### config.mk
export PLATFORM = sky130hd
export DESIGN_NAME = imem_loader
export DESIGN_NICKNAME = d
export VERILOG_FILES = /design/src/rtl/imem_loader_pkg.sv /design/src/rtl/imem_loader.sv
export SDC_FILE = /design/constraint.sdc
export NUM_CORES = 1
export LEC_CHECK = 0
export CAP_MARGIN = 0
export CORE_UTILIZATION = 57
export DETAILED_ROUTE_END_ITERATION = 8
export DONT_BUFFER_PORTS = 1
export PLACE_DENSITY = 0.84
export SYNTH_ARGS = -nofsm -noshare
export SYNTH_HDL_FRONTEND = slang
export SYNTH_SLANG_ARGS = --single-unit
### constraint.sdc
create_clock -name clk -period 2.3 [get_ports clk]
set_input_delay 0.345 -clock clk [delete_from_list [all_inputs] [get_ports clk]]
set_output_delay 0.345 -clock clk [all_outputs]
set_load 0.01 [all_outputs]
### src/rtl/imem_loader_pkg.sv
// imem_loader shared definitions: sync byte, FSM state encodings,
// word and counter widths.
package imem_loader_pkg;

    localparam int WORD_WIDTH    = 32;
    localparam int LDR_CNT_WIDTH = 16;

    localparam logic [7:0] LDR_SYNC = 8'hA5;

    typedef enum logic [2:0] {
        LDR_S_SYNC   = 3'd0,
        LDR_S_LEN_HI = 3'd1,
        LDR_S_LEN_LO = 3'd2,
        LDR_S_DATA   = 3'd3,
        LDR_S_CHECK  = 3'd4,
        LDR_S_DONE   = 3'd5,
        LDR_S_ERR    = 3'd6
    } ldr_state_e;

endpackage

### src/rtl/imem_loader.sv
// Framed byte-stream program loader: writes big-endian words into imem
// and holds the CPU until a checksummed frame has fully landed.
// Ports: clk, rst_n (async low), start (re-arm in DONE/ERR),
//   in_valid/in_byte/in_ready (byte stream), mem_we/mem_addr/mem_wdata
//   (imem write port), cpu_hold, done, err, words_loaded.
module imem_loader
    import imem_loader_pkg::*;
#(
    parameter logic [WORD_WIDTH-1:0] BASE_ADDR = '0,
    parameter logic [WORD_WIDTH-1:0] ADDR_STEP = WORD_WIDTH'(4),
    parameter int                    DEPTH     = 256
) (
    input  logic                     clk,
    input  logic                     rst_n,
    input  logic                     start,
    input  logic                     in_valid,
    input  logic [7:0]               in_byte,
    output logic                     in_ready,
    output logic                     mem_we,
    output logic [WORD_WIDTH-1:0]    mem_addr,
    output logic [WORD_WIDTH-1:0]    mem_wdata,
    output logic                     cpu_hold,
    output logic                     done,
    output logic                     err,
    output logic [LDR_CNT_WIDTH-1:0] words_loaded
);

    ldr_state_e state_q, state_d;

    logic [LDR_CNT_WIDTH-1:0] len_q;
    logic [LDR_CNT_WIDTH-1:0] len_n;
    logic [23:0]              asm_q;
    logic [7:0]               chk_q;
    logic [1:0]               byte_cnt;
    logic [WORD_WIDTH-1:0]    addr_nxt;

    logic accept;
    logic start_frame;
    logic data_acc;
    logic word_done;
    logic last_word;

    assign accept      = in_valid && in_ready;
    assign start_frame = (state_q == LDR_S_SYNC) && accept
                         && (in_byte == LDR_SYNC);
    assign data_acc    = (state_q == LDR_S_DATA) && accept;
    assign word_done   = data_acc && (byte_cnt == 2'd3);
    assign last_word   = (words_loaded + 1'b1) == len_q;
    // Full length as seen while the low byte is on the bus.
    assign len_n       = {len_q[15:8], in_byte};

    // FSM state register and registered status outputs.
    always_ff @(posedge clk or negedge rst_n) begin
        if (!rst_n) begin
            state_q  <= LDR_S_SYNC;
            in_ready <= 1'b1;
            cpu_hold <= 1'b1;
            done     <= 1'b0;
            err      <= 1'b0;
        end else begin
            state_q  <= state_d;
            in_ready <= !(state_d inside {LDR_S_DONE, LDR_S_ERR});
            cpu_hold <= (state_d != LDR_S_DONE);
            done     <= (state_d == LDR_S_DONE);
            err      <= (state_d == LDR_S_ERR);
        end
    end

    always_comb begin
        state_d = state_q;
        unique case (state_q)
            LDR_S_SYNC:
                if (start_frame) state_d = LDR_S_LEN_HI;
            LDR_S_LEN_HI:
                if (accept) state_d = LDR_S_LEN_LO;
            LDR_S_LEN_LO:
                if (accept) begin
                    if (len_n > LDR_CNT_WIDTH'(DEPTH))
                        state_d = LDR_S_ERR;
                    else if (len_n == '0)
                        state_d = LDR_S_CHECK;
                    else
                        state_d = LDR_S_DATA;
                end
            LDR_S_DATA:
                if (word_done && last_word) state_d = LDR_S_CHECK;
            LDR_S_CHECK:
                if (accept)
                    state_d = (in_byte == chk_q) ? LDR_S_DONE : LDR_S_ERR;
            LDR_S_DONE, LDR_S_ERR:
                if (start) state_d = LDR_S_SYNC;
            default:
                state_d = LDR_S_SYNC;
        endcase
    end

    // Length latch, byte assembler, checksum and write strobe.
    always_ff @(posedge clk or negedge rst_n) begin
        if (!rst_n) begin
            len_q     <= '0;
            asm_q     <= '0;
            chk_q     <= '0;
            byte_cnt  <= '0;
            mem_we    <= 1'b0;
            mem_wdata <= '0;
        end else begin
            mem_we <= 1'b0;
            if (start_frame) begin
                chk_q    <= '0;
                byte_cnt <= '0;
            end
            if ((state_q == LDR_S_LEN_HI) && accept)
                len_q[15:8] <= in_byte;
            if ((state_q == LDR_S_LEN_LO) && accept)
                len_q[7:0] <= in_byte;
            if (data_acc) begin
                asm_q    <= {asm_q[15:0], in_byte};
                chk_q    <= chk_q ^ in_byte;
                byte_cnt <= byte_cnt + 2'd1;
            end
            if (word_done) begin
                mem_we    <= 1'b1;
                mem_wdata <= {asm_q, in_byte};
            end
        end
    end

    // Write address and word counter; address wraps silently.
    always_ff @(posedge clk or negedge rst_n) begin
        if (!rst_n) begin
            mem_addr     <= BASE_ADDR;
            addr_nxt     <= BASE_ADDR;
            words_loaded <= '0;
        end else if (start_frame) begin
            addr_nxt     <= BASE_ADDR;
            words_loaded <= '0;
        end else if (word_done) begin
            mem_addr     <= addr_nxt;
            addr_nxt     <= addr_nxt + ADDR_STEP;
            words_loaded <= words_loaded + 1'b1;
        end
    end

endmodule

==> flow_summary.yaml, run 1 <==
sta:
  clock_skew_ps: 5.875
  fin_crit_ps: 2163
  rsz0062_at_grt: "no"
  max_freq_mhz: 462.3
  tns_ps: 0
  finalCritPeriodShare: 0.9404
  hold_slack_ps: -381.2
  worst_pin_slew_ps: 559.8
  slew_headroom: 0.6268
  setup_violations: 0
  final-max-slew-violation-count: 0
  finalHoldViolations: 166
cts:
  clock_path_buffers: 2
  path_clk_slew_ps: 60
  cts_setup_buffers: 0
  clockRootBuffer: "clkbuf_16"
  clock_latency_ps: 420
  cts_max_level: 4
  cts_tree: "done"
  clock_sinks: 166
  cts_buffers: 17
hold_path:
  hold_path_class: "in -> async"
place:
  portBuffers: 0
  place.gp.congestion: 0.9267
  dp_hpwl_um: 11340
cells_and_area:
  num_antenna_cells: 0
  drive_gt1_frac: 0.1215
  n_fill_cell: 1076
  layout_commonest_cell: "nand2_1"
  syn2layout_area_growth_pct: 11.63
  most-common-layout-cells: "nand2_1, dfrtp_1, o21ai_0, nor2_1, buf_4"
  layout.nets: 860
floorplanning:
  num_rows: 42
  io_pins: 97
  die_w_um: 118.7
  start_util: 0.5866
  dieArea_mm2: 0.01410
  die_h_um: 118.7
  core-area_mm2: 0.01324
synth:
  async_flop_share: 1.000
  ys_seq_elements: 166
  synth_cell_types: 65
  syn_area_mm2: 0.007769
  syn_inst: 841
  yosysSeqAreaShare: 0.5350
  synth_ff_type: "dfrtp_1"
  synth-edff-count: 0
  synth_warnings: 0
  syn_area_per_cell_um2: 9.237
critical_path:
  path_cells: "and3b_1 > and4_1 > nand3_1 > or3_1 > a21oi_1"
  start_kind: "flip-flop"
  crit_path_end_kind: "flip-flop"
  cp_num_buf_inv: 0
  cpMaxStageDelayCell: "dfstp_2"
  crit_required_ps: 2640
  reg2reg_depth: 5
  reg2reg_from: "in_ready"
  worstReg2RegEnd: "addr_nxt[22]"
  r2r_slack_ps: 140
  crit_fanout: 8
  cp_slowest_stage_delay_ps: 590
  arrival_ps: 2500
  critPathKind: "reg -> reg"
  critPathTopFamily: "simple AND/OR/NAND/NOR gates"
global_route:
  grt_usage: 0.2593
  grt_pass1_wl_um: 28430
  antenna_found_initial: 0
  overflow: 0
  grt_max_degree: 167
  grt_pass1_vias: 5709
power:
  power.static_leakage_nw: 4.383
  ir_drop_uv: 484.1
  power_density_mw_per_mm2: 881.8
drt:
  vias: 5908
  drt_wl_total_um: 17360
  routedWlPerCell_um: 16.82
  firstDrtPassIters: 5
  postRouteAntennaNets: 0
  drcViolationCount: 0
  drt_iter0_markers: 398
  detail_route.vias_per_cell: 5.725
outcome:
  status: "complete, but fails checks"
  failed_checks: "hold timing"
run:
  maxCapViolations: 0
## metrics by stage
stage          cells  cell area, um^2  power [mW]  utilization  setup WS (ps)
5_1_grt         1032             8672       7.936       0.6549          27.85
2_1_floorplan    842             7772       4.246            -          62.71
3_3_place_gp    1002             8004       4.445       0.6044          133.2
6_report        1032             8672       7.647       0.6549          137.0
3_5_place_dp    1002             8004       4.491       0.6044          99.58
4_1_cts         1032             8660       7.676       0.6539          83.40
## kinds of logic (layout without fill, tap and decap cells)
group | Yosys count | count (layout) | synth area share
AO/OA/AOI/OAI | 90 | 90 | 0.06845
XOR/XNOR | 50 | 50 | 0.05879
adder cells (fa/ha/maj) | 4 | 4 | 0.006121
buffers and inverters | 57 | 71 | 0.03511
flip-flops | 166 | 166 | 0.5350
multiplexers | 18 | 18 | 0.02577
other | 1 | 2 | 0.0004827
AND/OR/NAND/NOR | 455 | 455 | 0.2703
## worst register-to-register path: cells and delay by family, from the launching register on
family	cells	cell delay [ps]
and+or+nand+nor	4	1330
DFF	1	590
AOI/OAI and AO/OA	1	170
## power breakdown
group	internal, mW	switching (mW)
sequential	3.19	0.298
clock	2.03	1.15
combinational	0.508	0.462
total	5.73	1.91
## state kept, by name, summed over array words and instances (netlist names)
signal        flops
mem_wdata        32
addr_nxt         30
mem_addr         30
asm_q            24
len_q            16
words_loaded     16
chk_q             8
state_q           3
byte_cnt          2
cpu_hold          1
done              1
err               1
in_ready          1
mem_we            1
## how the worst max path moves through the flow
stage,start,end,slack (ps),depth (start not counted)
finish,in_ready,addr_nxt[22],140,5
CTS,words_loaded[1],in_ready,80,8
global route,words_loaded[0],in_ready,30,8
global placement,words_loaded[0],state_q[1],130,8
detailed placement,words_loaded[1],in_ready,100,7
floorplan,words_loaded[0],state_q[1],60,7
## cell usage after synthesis (all sizes together), types with 9 or more instances
master	instances	area (um^2)
nand4	15	108.9
o21ai	54	270.3
xnor2	16	140.1
dfrtp	164	4104
clkbuf	40	170.2
nand3	23	120.1
nor4	9	62.56
o31ai	9	67.56
xor2	33	289.0
mux2	16	180.2
nor2	47	176.4
and4	11	100.1
nand2	294	1104
and3	10	66.31
buf	10	76.32
## what timing repair did
action | 4_1_cts | 5_1_grt
setup endpoints to repair | 0 | 5
gates resized for setup | 0 | 2
endpoints found under the hold margin | 166 | 166
## final cells by class
type / instances / area, um^2 / share of cell area
Sequential cell: 166 / 4156 / 0.4793
Multi-Input combinational cell: 619 / 3358 / 0.3872
Clock buffer: 18 / 429.2 / 0.04949
Timing Repair Buffer: 34 / 255.2 / 0.02943
Clock inverter: 12 / 226.5 / 0.02611
Tap cell: 176 / 220.2 / 0.02539
Inverter: 7 / 26.28 / 0.003030
## per-layer routing
layer | track usage | part of all wire | wire length (um) | vias up
met2 | 0.4243 | 0.50 | 8633 | 159
li1 | - | - | - | 2802
met3 | 0.05985 | 0.053 | 928 | 26
met4 | 0.09810 | 0.021 | 356 | 0
met1 | 0.3364 | 0.43 | 7444 | 2921
met5 | 0 | 0 | 0 | -
Note: power is estimated with default switching activity, not from simulation.
==> inputs of run 2 (changes only) <==
--- a/config.mk
+++ b/config.mk
@@ -5,8 +5,10 @@
 export SDC_FILE = /design/constraint.sdc
 export NUM_CORES = 1
 export LEC_CHECK = 0
+export ABC_AREA = 0
 export CAP_MARGIN = 0
 export CORE_UTILIZATION = 57
+export CTS_CLUSTER_DIAMETER = 150
 export DETAILED_ROUTE_END_ITERATION = 8
 export DONT_BUFFER_PORTS = 1
 export PLACE_DENSITY = 0.84
==> results of run 2 <==
Final layout, timing and power as in run 1 (identical DEF).
